## config.mk

```make
export PLATFORM = sky130hd
export DESIGN_NAME = stroke_interp
export DESIGN_NICKNAME = d
export VERILOG_FILES = /design/src/rtl/canvas_pkg.sv /design/src/rtl/stroke_interp.sv
export SDC_FILE = /design/constraint.sdc
export NUM_CORES = 1
export LEC_CHECK = 0
export BUFFER_PORTS_ARGS = -buffer_cell sky130_fd_sc_hd__clkbuf_2
export CAP_MARGIN = 10
export CORE_MARGIN = 2
export CORE_UTILIZATION = 40
export DETAILED_ROUTE_END_ITERATION = 16
export MAX_ROUTING_LAYER = met4
export SLEW_MARGIN = 30
export SYNTH_ARGS = -nofsm -noshare
export SYNTH_HDL_FRONTEND = slang
export SYNTH_SLANG_ARGS = --single-unit
```

## constraint.sdc

```tcl
create_clock -name clk_in -period 11.2 [get_ports clk_in]
set_clock_uncertainty 0.1 [all_clocks]
set_input_delay 0.56 -clock clk_in [delete_from_list [all_inputs] [get_ports clk_in]]
set_output_delay 0.56 -clock clk_in [all_outputs]
set_load 0.005 [all_outputs]
```

## src/rtl/canvas_pkg.sv

```systemverilog
// Shared canvas types: coordinate/attribute widths, the point record used by the
// frame buffer draw ports and the packet unpacker, and the interpolator state enum.
package canvas_pkg;

  localparam int X_W     = 10;
  localparam int Y_W     = 9;
  localparam int COLOR_W = 4;
  localparam int SW_W    = 3;

  typedef struct packed {
    logic [X_W-1:0]     x;
    logic [Y_W-1:0]     y;
    logic [COLOR_W-1:0] color;
    logic [SW_W-1:0]    sw;
  } canvas_pt_t;

  typedef enum logic [1:0] {
    ST_IDLE,
    ST_SETUP,
    ST_STEP
  } stroke_interp_state_t;

endpackage

```

## src/rtl/stroke_interp.sv

```systemverilog
// Bresenham line interpolator: fills the pixels between the previous stroke
// endpoint and each new one, emitting one pixel per valid/ready handshake.
module stroke_interp
  import canvas_pkg::*;
#(
  parameter int MAX_JUMP = 64
) (
  input  logic               clk_in,
  input  logic               rst_n_in,
  input  logic               pt_valid_in,
  output logic               pt_ready_out,
  input  logic [X_W-1:0]     x_in,
  input  logic [Y_W-1:0]     y_in,
  input  logic [COLOR_W-1:0] color_in,
  input  logic [SW_W-1:0]    sw_in,
  input  logic               flush_in,
  output logic               px_valid_out,
  input  logic               px_ready_in,
  output logic [X_W-1:0]     x_out,
  output logic [Y_W-1:0]     y_out,
  output logic [COLOR_W-1:0] color_out,
  output logic [SW_W-1:0]    sw_out
);

  localparam int CW = 12;
  localparam logic signed [CW-1:0] MAX_JUMP_S = CW'(MAX_JUMP);

  stroke_interp_state_t state_reg, state_next;
  logic                 have_prev_reg, have_prev_next;
  logic [X_W-1:0]       prev_x_reg, prev_x_next;
  logic [Y_W-1:0]       prev_y_reg, prev_y_next;
  canvas_pt_t           tgt_reg, tgt_next;
  canvas_pt_t           pix_reg, pix_next;
  logic                 px_valid_reg, px_valid_next;
  logic signed [CW-1:0] dx_reg, dx_next;
  logic signed [CW-1:0] dy_reg, dy_next;
  logic signed [CW-1:0] err_reg, err_next;
  logic                 xneg_reg, xneg_next;
  logic                 yneg_reg, yneg_next;
  logic                 ready_en_reg;

  // Line parameters from prev to target, valid while in SETUP
  logic signed [CW-1:0] diff_x, diff_y, abs_dx, abs_dy;
  assign diff_x = $signed({{(CW-X_W){1'b0}}, tgt_reg.x}) - $signed({{(CW-X_W){1'b0}}, prev_x_reg});
  assign diff_y = $signed({{(CW-Y_W){1'b0}}, tgt_reg.y}) - $signed({{(CW-Y_W){1'b0}}, prev_y_reg});
  assign abs_dx = diff_x[CW-1] ? -diff_x : diff_x;
  assign abs_dy = diff_y[CW-1] ? -diff_y : diff_y;

  // One shared stepper: seeded from prev in SETUP, from the output pixel in STEP
  logic [X_W-1:0]       st_x, step_x;
  logic [Y_W-1:0]       st_y, step_y;
  logic signed [CW-1:0] st_err, st_dx, st_dy, step_err;
  logic                 st_xneg, st_yneg;
  logic signed [CW:0]   e2, dx_ext, dy_ext;

  always_comb begin
    st_x    = pix_reg.x;
    st_y    = pix_reg.y;
    st_err  = err_reg;
    st_dx   = dx_reg;
    st_dy   = dy_reg;
    st_xneg = xneg_reg;
    st_yneg = yneg_reg;
    if (state_reg == ST_SETUP) begin
      st_x    = prev_x_reg;
      st_y    = prev_y_reg;
      st_err  = abs_dx - abs_dy;
      st_dx   = abs_dx;
      st_dy   = -abs_dy;
      st_xneg = diff_x[CW-1];
      st_yneg = diff_y[CW-1];
    end
  end

  assign e2     = $signed({st_err, 1'b0});
  assign dx_ext = $signed({st_dx[CW-1], st_dx});
  assign dy_ext = $signed({st_dy[CW-1], st_dy});

  always_comb begin
    step_err = st_err;
    step_x   = st_x;
    step_y   = st_y;
    if (e2 >= dy_ext) begin
      step_err = step_err + st_dy;
      step_x   = st_xneg ? st_x - X_W'(1) : st_x + X_W'(1);
    end
    if (e2 <= dx_ext) begin
      step_err = step_err + st_dx;
      step_y   = st_yneg ? st_y - Y_W'(1) : st_y + Y_W'(1);
    end
  end

  assign pt_ready_out = ready_en_reg && (state_reg == ST_IDLE) && !flush_in;

  always_comb begin
    state_next     = state_reg;
    have_prev_next = have_prev_reg;
    prev_x_next    = prev_x_reg;
    prev_y_next    = prev_y_reg;
    tgt_next       = tgt_reg;
    pix_next       = pix_reg;
    px_valid_next  = px_valid_reg;
    dx_next        = dx_reg;
    dy_next        = dy_reg;
    err_next       = err_reg;
    xneg_next      = xneg_reg;
    yneg_next      = yneg_reg;

    case (state_reg)
      ST_IDLE: begin
        if (pt_valid_in && pt_ready_out) begin
          tgt_next   = '{x: x_in, y: y_in, color: color_in, sw: sw_in};
          state_next = ST_SETUP;
        end
      end
      ST_SETUP: begin
        dx_next   = abs_dx;
        dy_next   = -abs_dy;
        xneg_next = diff_x[CW-1];
        yneg_next = diff_y[CW-1];
        if (!have_prev_reg || abs_dx > MAX_JUMP_S || abs_dy > MAX_JUMP_S) begin
          // Pen jump: the endpoint alone, which ends the line on its handshake
          pix_next      = tgt_reg;
          px_valid_next = 1'b1;
          state_next    = ST_STEP;
        end else if (diff_x == '0 && diff_y == '0) begin
          state_next = ST_IDLE;
        end else begin
          pix_next      = '{x: step_x, y: step_y, color: tgt_reg.color, sw: tgt_reg.sw};
          err_next      = step_err;
          px_valid_next = 1'b1;
          state_next    = ST_STEP;
        end
      end
      ST_STEP: begin
        if (px_valid_reg && px_ready_in) begin
          if (pix_reg.x == tgt_reg.x && pix_reg.y == tgt_reg.y) begin
            px_valid_next  = 1'b0;
            have_prev_next = 1'b1;
            prev_x_next    = tgt_reg.x;
            prev_y_next    = tgt_reg.y;
            state_next     = ST_IDLE;
          end else begin
            pix_next = '{x: step_x, y: step_y, color: tgt_reg.color, sw: tgt_reg.sw};
            err_next = step_err;
          end
        end
      end
      default: state_next = ST_IDLE;
    endcase

    if (flush_in) begin
      state_next     = ST_IDLE;
      px_valid_next  = 1'b0;
      have_prev_next = 1'b0;
    end
  end

  always_ff @(posedge clk_in or negedge rst_n_in) begin
    if (!rst_n_in) begin
      state_reg     <= ST_IDLE;
      have_prev_reg <= 1'b0;
      prev_x_reg    <= '0;
      prev_y_reg    <= '0;
      tgt_reg       <= '0;
      pix_reg       <= '0;
      px_valid_reg  <= 1'b0;
      dx_reg        <= '0;
      dy_reg        <= '0;
      err_reg       <= '0;
      xneg_reg      <= 1'b0;
      yneg_reg      <= 1'b0;
      ready_en_reg  <= 1'b0;
    end else begin
      state_reg     <= state_next;
      have_prev_reg <= have_prev_next;
      prev_x_reg    <= prev_x_next;
      prev_y_reg    <= prev_y_next;
      tgt_reg       <= tgt_next;
      pix_reg       <= pix_next;
      px_valid_reg  <= px_valid_next;
      dx_reg        <= dx_next;
      dy_reg        <= dy_next;
      err_reg       <= err_next;
      xneg_reg      <= xneg_next;
      yneg_reg      <= yneg_next;
      ready_en_reg  <= 1'b1;
    end
  end

  assign px_valid_out = px_valid_reg;
  assign x_out        = pix_reg.x;
  assign y_out        = pix_reg.y;
  assign color_out    = pix_reg.color;
  assign sw_out       = pix_reg.sw;

endmodule
```

== Word level (Yosys, flattened, before mapping) ==
Index checks and enable logic that the tools add are counted.
Storage, ports and cells
  register bits after elaboration: 114
  bits of input ports: 31
  output and inout port bits: 28
Operators by class
  add/subtract/negate cells: 12
  $lt $le $gt $ge: 4
  eq/ne operators: 13
  mux-type cells: 42
  reductions and logical operators: 25
Operators with widths (number)
  2-to-1 mux 12 bit: 11
  2-to-1 mux 26 bit: 4
  case mux 26 bit (2 select lines): 1
  2-to-1 mux 10 bit: 3
  2-to-1 mux 9 bit: 3
  adder 12 bit: 2
  greater-than comparator 12 x 8 -> 1 bit (second input constant): 2
  logical NOT 12 bit: 2
  case mux 12 bit (2 select lines): 1
  greater-or-equal comparator 13 x 12 -> 1 bit: 1
  <= comparator 13 x 12 -> 1 bit: 1
  2-to-1 mux 2 bit: 6
  negation 10 -> 12 bit: 1
  negation 11 -> 12 bit: 1
  negation 12 bit: 1
  subtractor 12 bit: 1
  2-to-1 mux 1 bit: 11
  subtractor 10 x 10 -> 11 bit: 1
  adder 10 x 1 -> 10 bit (second input constant): 1
  == test 10 bit: 1
  subtractor 10 x 1 -> 10 bit (second input constant): 1
  subtractor 9 x 9 -> 10 bit: 1
  adder 9 x 1 -> 9 bit (second input constant): 1
  == test 9 bit: 1
  19 further kinds: 37

== Logic depth before layout (Yosys ltp) ==
Gate-level depths: netlist of the first run.
  depth in word-level cells: 12
  depth in mapped cells: 44
  mapped depth without buffers: 42

== Least setup slack after synthesis of the first run ==
OpenSTA, ideal clock, no wires.
  path type: reg2reg
  start: reg tgt_reg[11] (netlist bit)
  end: reg err_reg[11]
  data arrival time: 7.949 ns
  required time: 11.018 ns
  path slack: 3.069 ns
  cell stages (with the launch flop): 44
  buffers on the path: 3
  period minus slack after synthesis: 8.131 ns
  cells stage by stage: dfrtp_1 ha_1 buf_6 a21o_1 a31o_1 o21ai_0 nand2_1 clkbuf_1 nor2_1 xor2_1 ha_1 a21o_1 a21oi_1 nor2b_1 o21ai_0 nand2b_1 o31a_1 a221oi_1 [8 not listed] a2bb2oi_1 a21o_1 buf_6 mux2_4 ha_1 a21o_1 a21oi_1 o21bai_1 a21oi_1 o21bai_1 a21oi_1 nor2b_1 o21a_1 nor4_1 nor3_1 xnor2_1 a211o_1 a31oi_1
Between the ends
  word-level cells in the longest chain between the ends: 12
Ends and longest elaborated chain
  start, declared: RTL line stroke_interp.sv:32  | canvas_pt_t tgt_reg, tgt_next;
  start signal, assigned: RTL line stroke_interp.sv:179  | tgt_reg <= tgt_next;
  subtractor 9 x 9 -> 10 bit: RTL line stroke_interp.sv:45  | assign diff_y = $signed({{(CW-Y_W){1'b0}}, tgt_reg.y}) - $signed({{(CW-Y_W){1'b0}}, prev_y_reg});
  negation 10 -> 12 bit: RTL line stroke_interp.sv:47  | assign abs_dy = diff_y[CW-1] ? -diff_y : diff_y;
  2-to-1 mux 12 bit: RTL line stroke_interp.sv:47
  subtractor 12 bit or negation 12 bit (tied branches): RTL line stroke_interp.sv:67, stroke_interp.sv:69
  2-to-1 mux 12 bit, on equally long branches
  adder 12 bit or greater-or-equal comparator 13 x 12 -> 1 bit (tied branches): RTL line stroke_interp.sv:84, stroke_interp.sv:83
  2-to-1 mux 12 bit: RTL line stroke_interp.sv:83  | if (e2 >= dy_ext) begin
  adder 12 bit: RTL line stroke_interp.sv:88  | step_err = step_err + st_dx;
  2-to-1 mux 12 bit: RTL line stroke_interp.sv:87  | if (e2 <= dx_ext) begin
  2-to-1 mux 12 bit, on equally long branches: RTL line stroke_interp.sv:137, stroke_interp.sv:126
  2-to-1 mux 12 bit, on equally long branches: RTL line stroke_interp.sv:136, stroke_interp.sv:121
  case mux 12 bit (2 select lines): RTL line stroke_interp.sv:109  | case (state_reg)
  end signal, assigned: RTL line stroke_interp.sv:184  | err_reg <= err_next;
  end, declared: RTL line stroke_interp.sv:37  | logic signed [CW-1:0] err_reg, err_next;
Several ways; a longest one is shown, not always the timed one. The select of a mux whose other input is x is not followed.
A chain may end at the register's enable or synchronous reset.

== Worst setup path after layout of the first run ==
Same ends and word-level chain as after synthesis.

==> results of run 1 <==
[worst max-delay path by stage]
stage                             from                 endpoint  slack (ps)
2_1_floorplan  tgt_reg[11]$_DFFE_PN0P_  err_reg[11]$_DFFE_PN0P_        3070
3_3_place_gp   tgt_reg[11]$_DFFE_PN0P_  err_reg[11]$_DFFE_PN0P_        1980
3_5_place_dp   tgt_reg[11]$_DFFE_PN0P_  err_reg[11]$_DFFE_PN0P_        1710
4_1_cts        tgt_reg[11]$_DFFE_PN0P_  err_reg[11]$_DFFE_PN0P_        1630
5_1_grt        tgt_reg[11]$_DFFE_PN0P_  err_reg[11]$_DFFE_PN0P_         730
6_report       tgt_reg[11]$_DFFE_PN0P_  err_reg[11]$_DFFE_PN0P_        1580
[routing by layer]
layer | GRT usage [%] | vias to the layer above | share of wire (%) | wire length [µm]
met3 | 3.25 | 33 | 4.3 | 1120
li1 | - | 3995 | - | -
met4 | 6.51 | 0 | 1.9 | 505
met1 | 29.2 | 3822 | 47 | 12500
met2 | 35.0 | 186 | 46 | 12300
met5 | - | - | 0 | 0
[stage by stage]
stage	worst slack, ps	instance area (µm²)	hold slack, ps	util (%)	cells
4_1_cts	1630	11000	114	45.7	1480
3_3_place_gp	1980	10400	339	43.1	1446
2_1_floorplan	3070	9750	164	-	1090
6_report	1580	11000	79.2	45.7	1480
5_1_grt	731	11000	150	45.7	1480
3_5_place_dp	1710	10400	347	43.3	1448
[kinds of logic (layout without fill, tap and decap cells)]
kind of cell / after synthesis / after routing / share of synthesized area, %
compound gates: 272 / 272 / 18.6
xor+xnor: 98 / 98 / 8.88
fa+ha+maj: 100 / 100 / 13.4
buf+inv: 126 / 192 / 5.11
flops: 114 / 114 / 29.3
mux: 98 / 98 / 11.2
other cells: 1 / 1 / 0.0385
simple gates: 281 / 281 / 13.5
[cell usage after synthesis (all sizes together), types with 3 or more instances]
master / count / share of area (%)
dfrtp: 114 / 29
ha: 93 / 12
inv: 90 / 3.5
nand2: 82 / 3.2
nor2: 81 / 3.1
a21oi: 75 / 3.8
mux2: 66 / 7.9
xnor2: 57 / 5.1
o21ai: 53 / 2.8
xor2: 41 / 3.8
mux2i: 32 / 3.3
nand3: 32 / 1.6
clkbuf: 27 / 1.0
a21o: 24 / 1.8
o21bai: 23 / 1.8
nor3: 20 / 1.0
nor4: 12 / 0.83
a31oi: 11 / 0.71
o211ai: 11 / 0.85
a221o: 10 / 1.0
nand2b: 9 / 0.58
o221ai: 9 / 0.81
buf: 8 / 0.56
nor2b: 8 / 0.51
and2: 7 / 0.45
fa: 7 / 1.4
a31o: 6 / 0.54
o21a: 6 / 0.46
or2: 6 / 0.38
or3: 6 / 0.44
a211oi: 5 / 0.39
a21boi: 5 / 0.39
a311oi: 4 / 0.42
and3: 4 / 0.26
nand4: 4 / 0.26
o31ai: 4 / 0.36
a22o: 3 / 0.27
o2111ai: 3 / 0.27
o31a: 3 / 0.27
[area by class of cell]
| cell class | instances | area share, % |
|---|---|---|
| repair buffers | 69 | 3.65 |
| well taps | 324 | 3.68 |
| multi-input cells | 850 | 58.4 |
| clock buffers | 17 | 3.86 |
| flip-flops and latches | 114 | 25.9 |
| inverters | 91 | 3.10 |
| clock inverters | 15 | 1.48 |
==> results.py, run 1 <==
metrics = {
    "status": {
        "outcome": "finished clean",
    },
    "final_layout": {
        "syn_to_final_growth_pct": 13.1,
        "regArea_um2": 2850,
        "drive_gt1_share_pct": 15.9,
        "final_common_cell": "dfrtp_1",
        "filler_cell_count": 2349,
        "nNetsFinal": 1274,
        "largest_register_ffs": 26,
        "multi_input_area_um2": 6440,
        "num_antenna_cells": 0,
        "layout_common_cells": "dfrtp_1 (114), ha_1 (92), inv_1 (90)",
    },
    "drt": {
        "wire_per_inst_um": 17.8,
        "drtIter0Drc": 430,
        "drc_errors": 0,
        "ant_nets": 0,
        "drt-vias-per-instance": 5.43,
        "drt-total-wl_um": 26400,
        "drt-pass1-iter-count": 5,
        "vias": 8036,
    },
    "clock_network": {
        "clk_pin_slew_ps": 60,
        "clkLatencyLatePin_ps": 440,
        "cts_tree": "built",
        "clock-sinks": 114,
        "clockBufferDepth": 2,
        "numCtsBuffers": 17,
        "post_cts_buffers": 0,
        "root_buffer": "clkbuf_16",
        "hold_buffers": 0,
        "cts.repair.resized": 0,
        "h-tree-depth": 4,
    },
    "floorplanning": {
        "initial_utilization_pct": 40.4,
        "rows": 57,
        "ios": 59,
        "die_h_um": 160,
        "die-area_um2": 25600,
        "die_x_um": 160,
        "design.core.area_um2": 24100,
    },
    "timing": {
        "slew-limit-headroom_pct": 32.5,
        "drv_slew": 0,
        "tightest_slew_ps": 1010,
        "hold_viol": 0,
        "final.setup.tns_ps": 0,
        "setup_viol": 0,
        "rsz0062_at_grt": "false",
        "fmax_ghz": 0.104,
        "finalCritPeriodShare_pct": 85.9,
        "period_minus_slack_ps": 9620,
    },
    "setup_path": {
        "crit_path_end_kind": "flip-flop",
        "timing.critical_path.buf_inv": 1,
        "worst_ep_arrival_time_ps": 9870,
        "cp-start-kind": "flip-flop",
        "crit_path_frequent_cell": "a21oi_1",
        "cpPeakStageDelay_ps": 450,
        "crit_type": "reg -> reg",
        "crit_cells": 41,
        "r2r_setup_slack_ps": 1580,
        "path_delay_family": "compound AO/OA/AOI/OAI gates",
        "crit_slowest_cell": "a211oi_1",
        "r2r_cells": 41,
        "reg2reg_from": "tgt_reg[11]$_DFFE_PN0P_",
        "rr_endpoint": "err_reg[11]$_DFFE_PN0P_",
        "cp_data_required_time_ps": 11450,
        "crit_fanout": 21,
    },
    "global_route": {
        "gr-total-overflow": 0,
        "grt.total_usage_pct": 22.0,
        "antenna_found_initial": 0,
        "grt_pass1_wl_um": 43500,
        "grt_max_degree": 59,
        "first_global_vias": 8053,
    },
    "synthesis": {
        "synth.distinct_cells": 78,
        "ys.flop_type": "dfrtp_1",
        "syn_inst": 1090,
        "yosys_warnings": 0,
        "async_flop_share_pct": 100,
        "synth_seq_area_share_pct": 29.3,
        "synth_nets": 1221,
        "synth_seq_cells": 114,
        "synthesis.area_um2": 9750,
        "avgSynthCellArea_um2": 8.95,
        "synth_edf_count": 0,
    },
    "placed_design": {
        "io_buffers": 58,
        "place_congestion": 0.952,
        "hpwl_um": 19800,
    },
    "job": {
        "cap_violations": 0,
    },
    "min_path": {
        "hold_path.class": "in -> async",
    },
}
Power of run 1 is not shown: default switching activity piles up to over one toggle a cycle in this logic, so the estimate is an artifact.
==> run 2, diff against run 1 <==
Settings changed: CORE_UTILIZATION 40 to 50, PLACE_DENSITY set to 0.75.
==> run 2 against run 1 <==
  * The flow now finishes with violations (hold timing)
  * Wire length decreased by 4.9%
  * Flip-flop and latch count is the same
  * Via count is 2.8% higher
  * Utilization increased by 11 points
  * Final cell count fell by 4.0%
  * Count of clock-buffer cells in the layout stayed put
  * Die area fell by 20%
  * Non-clock buffer count stayed put
  * Sequential share of layout area grew 0.22 points
==> results.py, run 2 (synthesis results as in run 1) <==
metrics = {
    "setup_path": {
        "crit_fanout": 21,
        "cp-start-kind": "flip-flop",
        "r2r_setup_slack_ps": 1460,
        "timing.critical_path.buf_inv": 1,
        "crit_path_frequent_cell": "a21oi_1",
        "cpPeakStageDelay_ps": 460,
        "path_delay_family": "compound AO/OA/AOI/OAI gates",
        "crit_slowest_cell": "a211oi_1",
        "crit_type": "reg -> reg",
        "worst_ep_arrival_time_ps": 9990,
        "cp_data_required_time_ps": 11450,
        "crit_path_end_kind": "flip-flop",
    },
    "drt": {
        "met1_length_um": 11300,
        "ant_nets": 0,
        "wire_per_inst_um": 17.7,
        "top_layer": "met4",
        "drt-pass1-iter-count": 5,
        "drt-total-wl_um": 25100,
        "wl_met3_um": 1290,
        "wl_met2_um": 11900,
        "drc_errors": 0,
        "drtIter0Drc": 556,
        "vias": 8261,
        "drt-vias-per-instance": 5.81,
    },
    "clock_network": {
        "clk_pin_slew_ps": 70,
        "post_cts_buffers": 0,
        "hold_buffers": 0,
        "cts_tree": "built",
        "clkLatencyLatePin_ps": 430,
        "h-tree-depth": 4,
        "root_buffer": "clkbuf_16",
        "clock-sinks": 114,
        "cts.repair.resized": 0,
        "numCtsBuffers": 17,
        "clockBufferDepth": 2,
    },
    "placed_design": {
        "io_buffers": 58,
        "place_congestion": 0.965,
        "placed_area_um2": 10300,
        "placedCellCount": 1389,
        "hpwl_um": 18700,
    },
    "floorplanning": {
        "die_x_um": 144,
        "initial_utilization_pct": 50.6,
        "design.core.area_um2": 19300,
        "rows": 51,
        "die_h_um": 144,
        "die-area_um2": 20600,
        "ios": 59,
    },
    "final_layout": {
        "final_cells": 1421,
        "final_common_cell": "dfrtp_1",
        "num_antenna_cells": 0,
        "layout_common_cells": "dfrtp_1 (114), ha_1 (92), inv_1 (90)",
        "largest_register_ffs": 26,
        "nNetsFinal": 1274,
        "fin_area_um2": 10900,
        "drive_gt1_share_pct": 15.8,
        "syn_to_final_growth_pct": 12.1,
        "filler_cell_count": 1730,
    },
    "timing": {
        "tightest_slew_ps": 809,
        "slew-limit-headroom_pct": 45.7,
        "holdWs_ps": -2.48,
        "hold_viol": 2,
        "setup_viol": 0,
        "rsz0062_at_grt": "false",
        "final.setup.tns_ps": 0,
        "drv_slew": 0,
        "finalCritPeriodShare_pct": 86.9,
        "period_minus_slack_ps": 9740,
        "fmax_ghz": 0.103,
    },
    "global_route": {
        "gr-total-overflow": 0,
        "grt_max_degree": 74,
        "grt_pass1_wl_um": 41400,
        "first_global_vias": 8109,
        "grt.total_usage_pct": 26.3,
        "antenna_found_initial": 0,
    },
    "status": {
        "violations": "hold timing",
        "outcome": "finished with violations",
    },
    "min_path": {
        "hold_path.class": "in -> async",
    },
    "job": {
        "cap_violations": 0,
    },
}
-- run 2: cell types whose count changed in the layout (fill, tap and decap cells not counted), sizes merged --
cell	change
inv	+1
clkinvlp	-1
-- run 2: worst reg2reg max path, delay by kind of cell (launching register included) --
kind | cells | cell delay [ps]
buffers and inverters | 1 | 360
and+or+nand+nor | 9 | 1370
muxes | 1 | 440
adders and majority gates | 4 | 1330
DFF | 1 | 430
xor gates and xnor gates | 3 | 580
AOI/OAI and AO/OA | 23 | 5050
-- run 2: final cells by class --
cell class                 instances  area [µm²]  area share, %
timing repair buffer              69         387           3.54
multi-input combinational        850        6430           58.8
clock buffer                      17         425           3.89
tap                              265         332           3.03
clock inverter                    15         161           1.48
inverter                          91         342           3.12
sequential                       114        2850           26.1
-- run 2: path summary, 6_finish.rpt --
check / endpoint / depth (start not counted) / from
hold reg to reg: color_out[3]$_DFFE_PN0P_ / 2 / tgt_reg[6]$_DFFE_PN0P_
setup reg to reg: err_reg[11]$_DFFE_PN0P_ / 41 / tgt_reg[11]$_DFFE_PN0P_
max in group asynchronous: err_reg[1]$_DFFE_PN0P_ / 2 / rst_n_in
setup / recovery: err_reg[11]$_DFFE_PN0P_ / 41 / tgt_reg[11]$_DFFE_PN0P_
min in group clk_in: tgt_reg[6]$_DFFE_PN0P_ / 2 / color_in[3]
hold / removal: tgt_reg[1]$_DFFE_PN0P_ / 1 / rst_n_in
-- run 2: per-stage QoR --
step	utilization (%)	hold WS, ps	setup slack (ps)
detailed placement	53.7	343	1660
finish	56.7	-2.48	1460
floorplan	-	164	3070
global placement	53.6	341	2030
CTS	56.7	20.0	1580
global route	56.7	40.4	640
-- run 2: metal layers --
| metal | global-route usage (%) | up-vias |
|---|---|---|
| met3 | 4.67 | 53 |
| met4 | 7.95 | 0 |
| li1 | - | 4006 |
| met5 | - | - |
| met2 | 42.0 | 237 |
| met1 | 34.5 | 3965 |
Power of run 2 is left out for the same reason.
